**config.mk**
```make
export PLATFORM = sky130hd
export DESIGN_NAME = picorv32_vec_lsu
export DESIGN_NICKNAME = d
export VERILOG_FILES = /design/src/rtl/picorv32_vec_lsu_pkg.sv /design/src/rtl/picorv32_vec_lsu_lane_align.sv /design/src/rtl/picorv32_vec_lsu.sv
export SDC_FILE = /design/constraint.sdc
export NUM_CORES = 1
export LEC_CHECK = 0
export BUFFER_PORTS_ARGS = -buffer_cell sky130_fd_sc_hd__buf_2
export CAP_MARGIN = 20
export CORE_MARGIN = 2
export CORE_UTILIZATION = 32
export CTS_CLUSTER_DIAMETER = 40
export DETAILED_ROUTE_END_ITERATION = 7
export GPL_ROUTABILITY_DRIVEN = 0
export HOLD_SLACK_MARGIN = 0.03
export PLACE_DENSITY = 0.57
export SKIP_LAST_GASP = 1
export SYNTH_ARGS = -nofsm -noshare
export SYNTH_HDL_FRONTEND = slang
export SYNTH_SLANG_ARGS = --single-unit
```
**constraint.sdc**
```tcl
create_clock -name clk -period 5.9 [get_ports clk]
set_input_delay 1.475 -clock clk [delete_from_list [all_inputs] [get_ports clk]]
set_output_delay 1.475 -clock clk [all_outputs]
set_load 0.02 [all_outputs]
```
**src/rtl/picorv32_vec_lsu_pkg.sv**
```systemverilog
// Shared definitions for the strided vector LSU: SEW codes, FSM states and
// the per-SEW lane mask helpers used by the top and the lane aligner.
package picorv32_vec_lsu_pkg;

  localparam logic [1:0] SEW_8   = 2'b00;
  localparam logic [1:0] SEW_16  = 2'b01;
  localparam logic [1:0] SEW_32  = 2'b10;
  localparam logic [1:0] SEW_ILL = 2'b11;

  typedef enum logic [2:0] {
    S_IDLE,
    S_CHK,
    S_SWAIT,
    S_MEM,
    S_LOUT,
    S_ADV,
    S_DONE,
    S_ERR
  } state_t;

  function automatic logic [3:0] sew_strb(input logic [1:0] sew);
    case (sew)
      SEW_8:   sew_strb = 4'b0001;
      SEW_16:  sew_strb = 4'b0011;
      default: sew_strb = 4'b1111;
    endcase
  endfunction

  function automatic logic [31:0] sew_mask(input logic [1:0] sew);
    case (sew)
      SEW_8:   sew_mask = 32'h0000_00ff;
      SEW_16:  sew_mask = 32'h0000_ffff;
      default: sew_mask = 32'hffff_ffff;
    endcase
  endfunction

endpackage

```
**src/rtl/picorv32_vec_lsu_lane_align.sv**
```systemverilog
// Combinational byte-lane alignment: extracts a load element from a memory
// word and positions a store element plus its byte strobes within the word.
module picorv32_vec_lsu_lane_align
  import picorv32_vec_lsu_pkg::*;
(
  input  logic [1:0]  lane,
  input  logic [1:0]  sew,
  input  logic [31:0] rdata,
  input  logic [31:0] st_data,
  output logic [31:0] ld_elem,
  output logic [31:0] wdata,
  output logic [3:0]  wstrb
);

  logic [4:0] shamt;

  assign shamt = {lane, 3'b000};

  // Store data is masked to SEW first so stray upper bits never reach other lanes
  assign ld_elem = (rdata >> shamt) & sew_mask(sew);
  assign wdata   = (st_data & sew_mask(sew)) << shamt;
  assign wstrb   = sew_strb(sew) << lane;

endmodule

```
**src/rtl/picorv32_vec_lsu.sv**
```systemverilog
// Strided vector load/store engine: walks vl elements from base by a signed
// byte stride, issuing one word access per element on the vector memory port.
module picorv32_vec_lsu
  import picorv32_vec_lsu_pkg::*;
#(
  parameter int VL_W = 6
) (
  input  logic            clk,
  input  logic            resetn,
  input  logic            req_valid,
  output logic            req_ready,
  input  logic            req_store,
  input  logic [31:0]     req_base,
  input  logic [31:0]     req_stride,
  input  logic [VL_W-1:0] req_vl,
  input  logic [1:0]      req_sew,
  output logic            ld_valid,
  input  logic            ld_ready,
  output logic [31:0]     ld_data,
  output logic [VL_W-1:0] ld_idx,
  input  logic            st_valid,
  output logic            st_ready,
  input  logic [31:0]     st_data,
  output logic            done,
  output logic            err,
  output logic            mem_valid,
  input  logic            mem_ready,
  output logic [31:0]     mem_addr,
  output logic [31:0]     mem_wdata,
  output logic [3:0]      mem_wstrb,
  input  logic [31:0]     mem_rdata
);

  state_t          state, next_state;
  logic [31:0]     ea, stride;
  logic [VL_W-1:0] vl, idx;
  logic [1:0]      sew;
  logic            store;
  logic            misaligned, enter_mem;
  logic [31:0]     al_ld_elem, al_wdata;
  logic [3:0]      al_wstrb;

  picorv32_vec_lsu_lane_align u_align (
    .lane    (ea[1:0]),
    .sew     (sew),
    .rdata   (mem_rdata),
    .st_data (st_data),
    .ld_elem (al_ld_elem),
    .wdata   (al_wdata),
    .wstrb   (al_wstrb)
  );

  assign misaligned = (sew == SEW_16 && ea[0]) || (sew == SEW_32 && |ea[1:0]);
  assign enter_mem  = (state != S_MEM) && (next_state == S_MEM);
  assign ld_idx     = idx;

  always_ff @(posedge clk or negedge resetn) begin
    if (!resetn) state <= S_IDLE;
    else         state <= next_state;
  end

  always_comb begin
    next_state = state;
    case (state)
      S_IDLE:  if (req_valid) next_state = S_CHK;
      S_CHK: begin
        if (idx == vl)                         next_state = S_DONE;
        else if (sew == SEW_ILL || misaligned) next_state = S_ERR;
        else if (store)                        next_state = S_SWAIT;
        else                                   next_state = S_MEM;
      end
      S_SWAIT: if (st_valid) next_state = S_MEM;
      S_MEM:   if (mem_ready) next_state = store ? S_ADV : S_LOUT;
      S_LOUT:  if (ld_ready) next_state = S_ADV;
      S_ADV:   next_state = S_CHK;
      default: next_state = S_IDLE;
    endcase
  end

  always_comb begin
    req_ready = 1'b0;
    ld_valid  = 1'b0;
    st_ready  = 1'b0;
    done      = 1'b0;
    err       = 1'b0;
    case (state)
      S_IDLE:  req_ready = 1'b1;
      S_SWAIT: st_ready  = 1'b1;
      S_LOUT:  ld_valid  = 1'b1;
      S_DONE:  done      = 1'b1;
      S_ERR:   err       = 1'b1;
      default: ;
    endcase
  end

  // Bus outputs are registered on entry to MEM so they stay stable until mem_ready
  always_ff @(posedge clk or negedge resetn) begin
    if (!resetn) begin
      ea        <= '0;
      stride    <= '0;
      vl        <= '0;
      idx       <= '0;
      sew       <= SEW_8;
      store     <= 1'b0;
      mem_valid <= 1'b0;
      mem_addr  <= '0;
      mem_wdata <= '0;
      mem_wstrb <= '0;
      ld_data   <= '0;
    end else begin
      if (state == S_IDLE && req_valid) begin
        ea     <= req_base;
        stride <= req_stride;
        vl     <= req_vl;
        sew    <= req_sew;
        store  <= req_store;
        idx    <= '0;
      end
      if (enter_mem) begin
        mem_valid <= 1'b1;
        mem_addr  <= {ea[31:2], 2'b00};
        mem_wdata <= store ? al_wdata : 32'h0;
        mem_wstrb <= store ? al_wstrb : 4'b0000;
      end
      if (state == S_MEM && mem_ready) begin
        mem_valid <= 1'b0;
        if (!store) ld_data <= al_ld_elem;
      end
      if (state == S_ADV) begin
        ea  <= ea + stride;
        idx <= idx + VL_W'(1);
      end
    end
  end

endmodule

```
==> results.sh <==
export IMPL_crit_chain="buf_4, fa_1, a21oi_1, o21ai_1, a21oi_1, o21a_1, o21ai_0, a21boi_0, xor2_1, o21ai_0"
export IMPL_power_switching_mw=3.43
export IMPL_p_int_mw=4.02
export IMPL_critPathRequiredTime_ps=6190
export IMPL_busiest_layer="met2"
export IMPL_setup_tns_ps=0
export IMPL_vias=8543
export IMPL_grt_max_degree=116
export IMPL_cts_resized=0
export IMPL_r2r_slack_ps=2760
export IMPL_yosys_cell_types_count=62
export IMPL_power_leakage_nw=5.92
export IMPL_netlist_instances=1052
export IMPL_routedWlPerCell_microns=17.7
export IMPL_use_met1_pct=25.0
export IMPL_fp_dieW_microns=179
export IMPL_clockBufferDepth=2
export IMPL_cts_tree="yes"
export IMPL_dp_hpwl_mm=20.8
export IMPL_grt_use_met2_pct=28.5
export IMPL_setup_viol=0
export IMPL_synth_top_cell_area_share_pct=46.0
export IMPL_slew_limit_headroom_pct=30.3
export IMPL_slowest_delay_ps=560
export IMPL_netSwitchingFraction_pct=46.0
export IMPL_synth_seq_area_share_pct=46.0
export IMPL_pwr_share_comb_pct=54.8
export IMPL_cts_setup_buffers=0
export IMPL_peakVddDrop_v=0.000215
export IMPL_crit_type="reg2reg"
export IMPL_grt_use_met3_pct=4.84
export IMPL_crit_path_start_kind="flop"
export IMPL_drt_initial_drc_count=474
export IMPL_final_max_slew_viol_count=0
export IMPL_core_rowCount=64
export IMPL_cts_sinks=181
export IMPL_dp_cells=1634
export IMPL_fin_crit_ps=3140
export IMPL_dieArea_sq_um=32200
export IMPL_hold_buffers=0
export IMPL_clk_latency_ps=430
export IMPL_grt_overflow=0
export IMPL_tightest_slew_ps=1050
export IMPL_fin_nets=1433
export IMPL_gr_usage_all_layers_pct=18.3
export IMPL_crit_path_max_fanout=66
export IMPL_utilization_pct=39.4
export IMPL_synth_edf_count=0
export IMPL_fillCellCount=3129
export IMPL_drcViolationCount=0
export IMPL_htree_levels=4
export IMPL_core_area_sq_um=30400
export IMPL_path_buf_inv=1
export IMPL_drive_gt1_share_pct=28.7
export IMPL_drv_cap=0
export IMPL_initial_core_util_pct=32.4
export IMPL_antenna_found_initial=2
export IMPL_grt_pass1_wl_mm=47.4
export IMPL_cp_slowest_cell="fa_1"
export IMPL_final_area_sq_um=12000
export IMPL_clkTransAtPathRegs_ps=70
export IMPL_finClkSkew_ps=14.7
export IMPL_yosysWarnings=0
export IMPL_numPortBuffers=252
export IMPL_placedInstanceArea_sq_um=11400
export IMPL_seqPwrFrac_pct=29.6
export IMPL_syn2layout_area_growth_pct=21.5
export IMPL_async_flop_share_pct=100
export IMPL_hold_viol=0
export IMPL_synth_area_leaders="dfrtp_1, nand2_1, mux2_2, ha_1, a21oi_1"
export IMPL_cts_root_buf="clkbuf_16"
export IMPL_synth_seq_cells=181
export IMPL_cp_end_kind="flop"
export IMPL_period_share_pct=53.2
export IMPL_rsz0062_at_grt="no"
export IMPL_powerDensity_nw_per_um2=622
export IMPL_synth_ff_type="dfrtp_1"
export IMPL_io_pin_count=255
export IMPL_hp_class="reg2reg"
export IMPL_clkPwrFrac_pct=15.6
export IMPL_fmax_ghz=0.319
export IMPL_grt_pass1_vias=8460
export IMPL_path_delay_family="compound AO/OA/AOI/OAI gates"
export IMPL_finalPower_mw=7.45
export IMPL_antenna_left=0
export IMPL_syn_area_sq_um=9860
export IMPL_yosysTopAreaCell="dfrtp_1"
export IMPL_postSynthAreaPerCell_sq_um=9.37
export IMPL_status="finished clean"
export IMPL_die_y_microns=179
export IMPL_drt_first_pass_iters=5
export IMPL_vias_per_cell=5.12
export IMPL_stdcell_count=1668
export IMPL_arrival_ps=3430
export IMPL_finalWirelength_mm=29.5
export IMPL_cts_buffers=17
[power by group through the flow]
| stage | Clock (mW) | Sequential [mW] | Combinational [mW] |
|---|---|---|---|
| final | 1.17 | 2.21 | 4.08 |
| after global routing | 1.26 | 2.29 | 4.54 |
| after CTS | 1.21 | 2.21 | 4.11 |
| after detailed placement | 0 | 2.23 | 4.09 |
| after global placement | 0 | 2.22 | 4.05 |
| after floorplan | 0 | 2.48 | 2.71 |
[flip-flops by register name (all words and copies together), names as in the netlist]
signal and count:
ea 32, ld_data 32, ld_idx 6, mem_addr 30
mem_valid 1, mem_wdata 32, mem_wstrb 4, sew 2
state 3, store 1, stride 32, vl 6
[cell families after synthesis]
logic type | synth area share [%]
AO/OA/AOI/OAI | 19.8
XOR/XNOR | 2.93
adder cells (fa/ha/maj) | 4.27
buffers and inverters | 3.68
flip-flops | 46.0
multiplexers | 7.35
other | 0.0380
AND/OR/NAND/NOR | 15.9
[layout by cell type (no fill, tap or decap), types with 3 or more instances in the layout]
master	count
a2111oi_0	8
dfrtp_1	179
a22oi_1	35
nand4_1	15
o21a_1	3
mux2_2	47
nand3_1	16
a211oi_1	18
xor2_1	17
o21ai_0	57
a21oi_1	67
ha_1	32
mux2i_1	18
nand2_1	223
and2_1	3
inv_1	6
xnor2_1	16
o21ai_2	3
o21bai_1	3
nor3_1	11
buf_2	251
a21o_1	26
o21ai_1	9
a21oi_2	4
clkinv_4	3
nor2b_1	23
buf_4	12
nor2_1	37
clkbuf_16	17
clkinvlp_4	3
nor3b_1	10
o211ai_1	4
o31ai_1	36
and3_1	3
clkbuf_8	3
nand2b_1	6
clkbuf_1	3
[worst paths after layout]
path | startpoint | endpoint | depth (start not counted)
min | mem_wdata[9]$_DFFE_PN0P_ | mem_wdata[9]$_DFFE_PN0P_ | 2
max reg2reg | ea[1]$_DFFE_PN0P_ | ea[20]$_DFFE_PN0P_ | 10
max | ea[1]$_DFFE_PN0P_ | ea[20]$_DFFE_PN0P_ | 10
min reg2reg | mem_wdata[9]$_DFFE_PN0P_ | mem_wdata[9]$_DFFE_PN0P_ | 2
min in group asynchronous | resetn | ld_data[29]$_DFFE_PN0P_ | 1
max in group asynchronous | resetn | mem_wdata[22]$_DFFE_PN0P_ | 2
[layer usage]
| metal | up-vias | share of wire [%] |
|---|---|---|
| li1 | 4155 | - |
| met1 | 4059 | 47 |
| met2 | 297 | 45 |
| met3 | 30 | 6.5 |
| met4 | 2 | 1.9 |
| met5 | - | 0.044 |
[final cells by class]
class,count,area (sq um),area share (%)
diodes,2,5.00,0.0418
clock buffers,22,464,3.88
clock inverters,10,123,1.02
inverters,6,22.5,0.188
multi-input cells,787,4970,41.5
flip-flops and latches,181,4530,37.8
well taps,396,495,4.14
repair buffers,264,1360,11.4
[per-stage QoR]
| stage | worst slack (ps) | hold slack (ps) |
|---|---|---|
| global placement | 2650 | 457 |
| CTS | 2740 | 479 |
| floorplan | 3130 | 450 |
| global route | 2480 | 495 |
| detailed placement | 2640 | 462 |
| finish | 2760 | 473 |
[Yosys cell counts (14+ instances only)]
| cell type | number |
|---|---|
| a211oi_1 | 18 |
| a21o_1 | 26 |
| a21oi_1 | 67 |
| a22oi_1 | 35 |
| buf_1 | 14 |
| buf_2 | 20 |
| clkbuf_1 | 40 |
| dfrtp_1 | 181 |
| ha_1 | 32 |
| mux2_2 | 47 |
| mux2i_1 | 18 |
| nand2_1 | 224 |
| nand3_1 | 16 |
| nand4_1 | 15 |
| nor2_1 | 38 |
| nor2b_1 | 23 |
| o21ai_0 | 57 |
| o31ai_1 | 36 |
| xnor2_1 | 16 |
| xor2_1 | 17 |
[worst register-to-register path, stage by stage, from the launching register on]
cell	delay (ps)
dfrtp_2	390
buf_4	330
fa_1	560
a21oi_1	220
o21ai_1	90
a21oi_1	350
o21a_1	220
o21ai_0	210
a21boi_0	370
xor2_1	170
o21ai_0	90
Note: power is estimated with default switching activity, not from simulation.
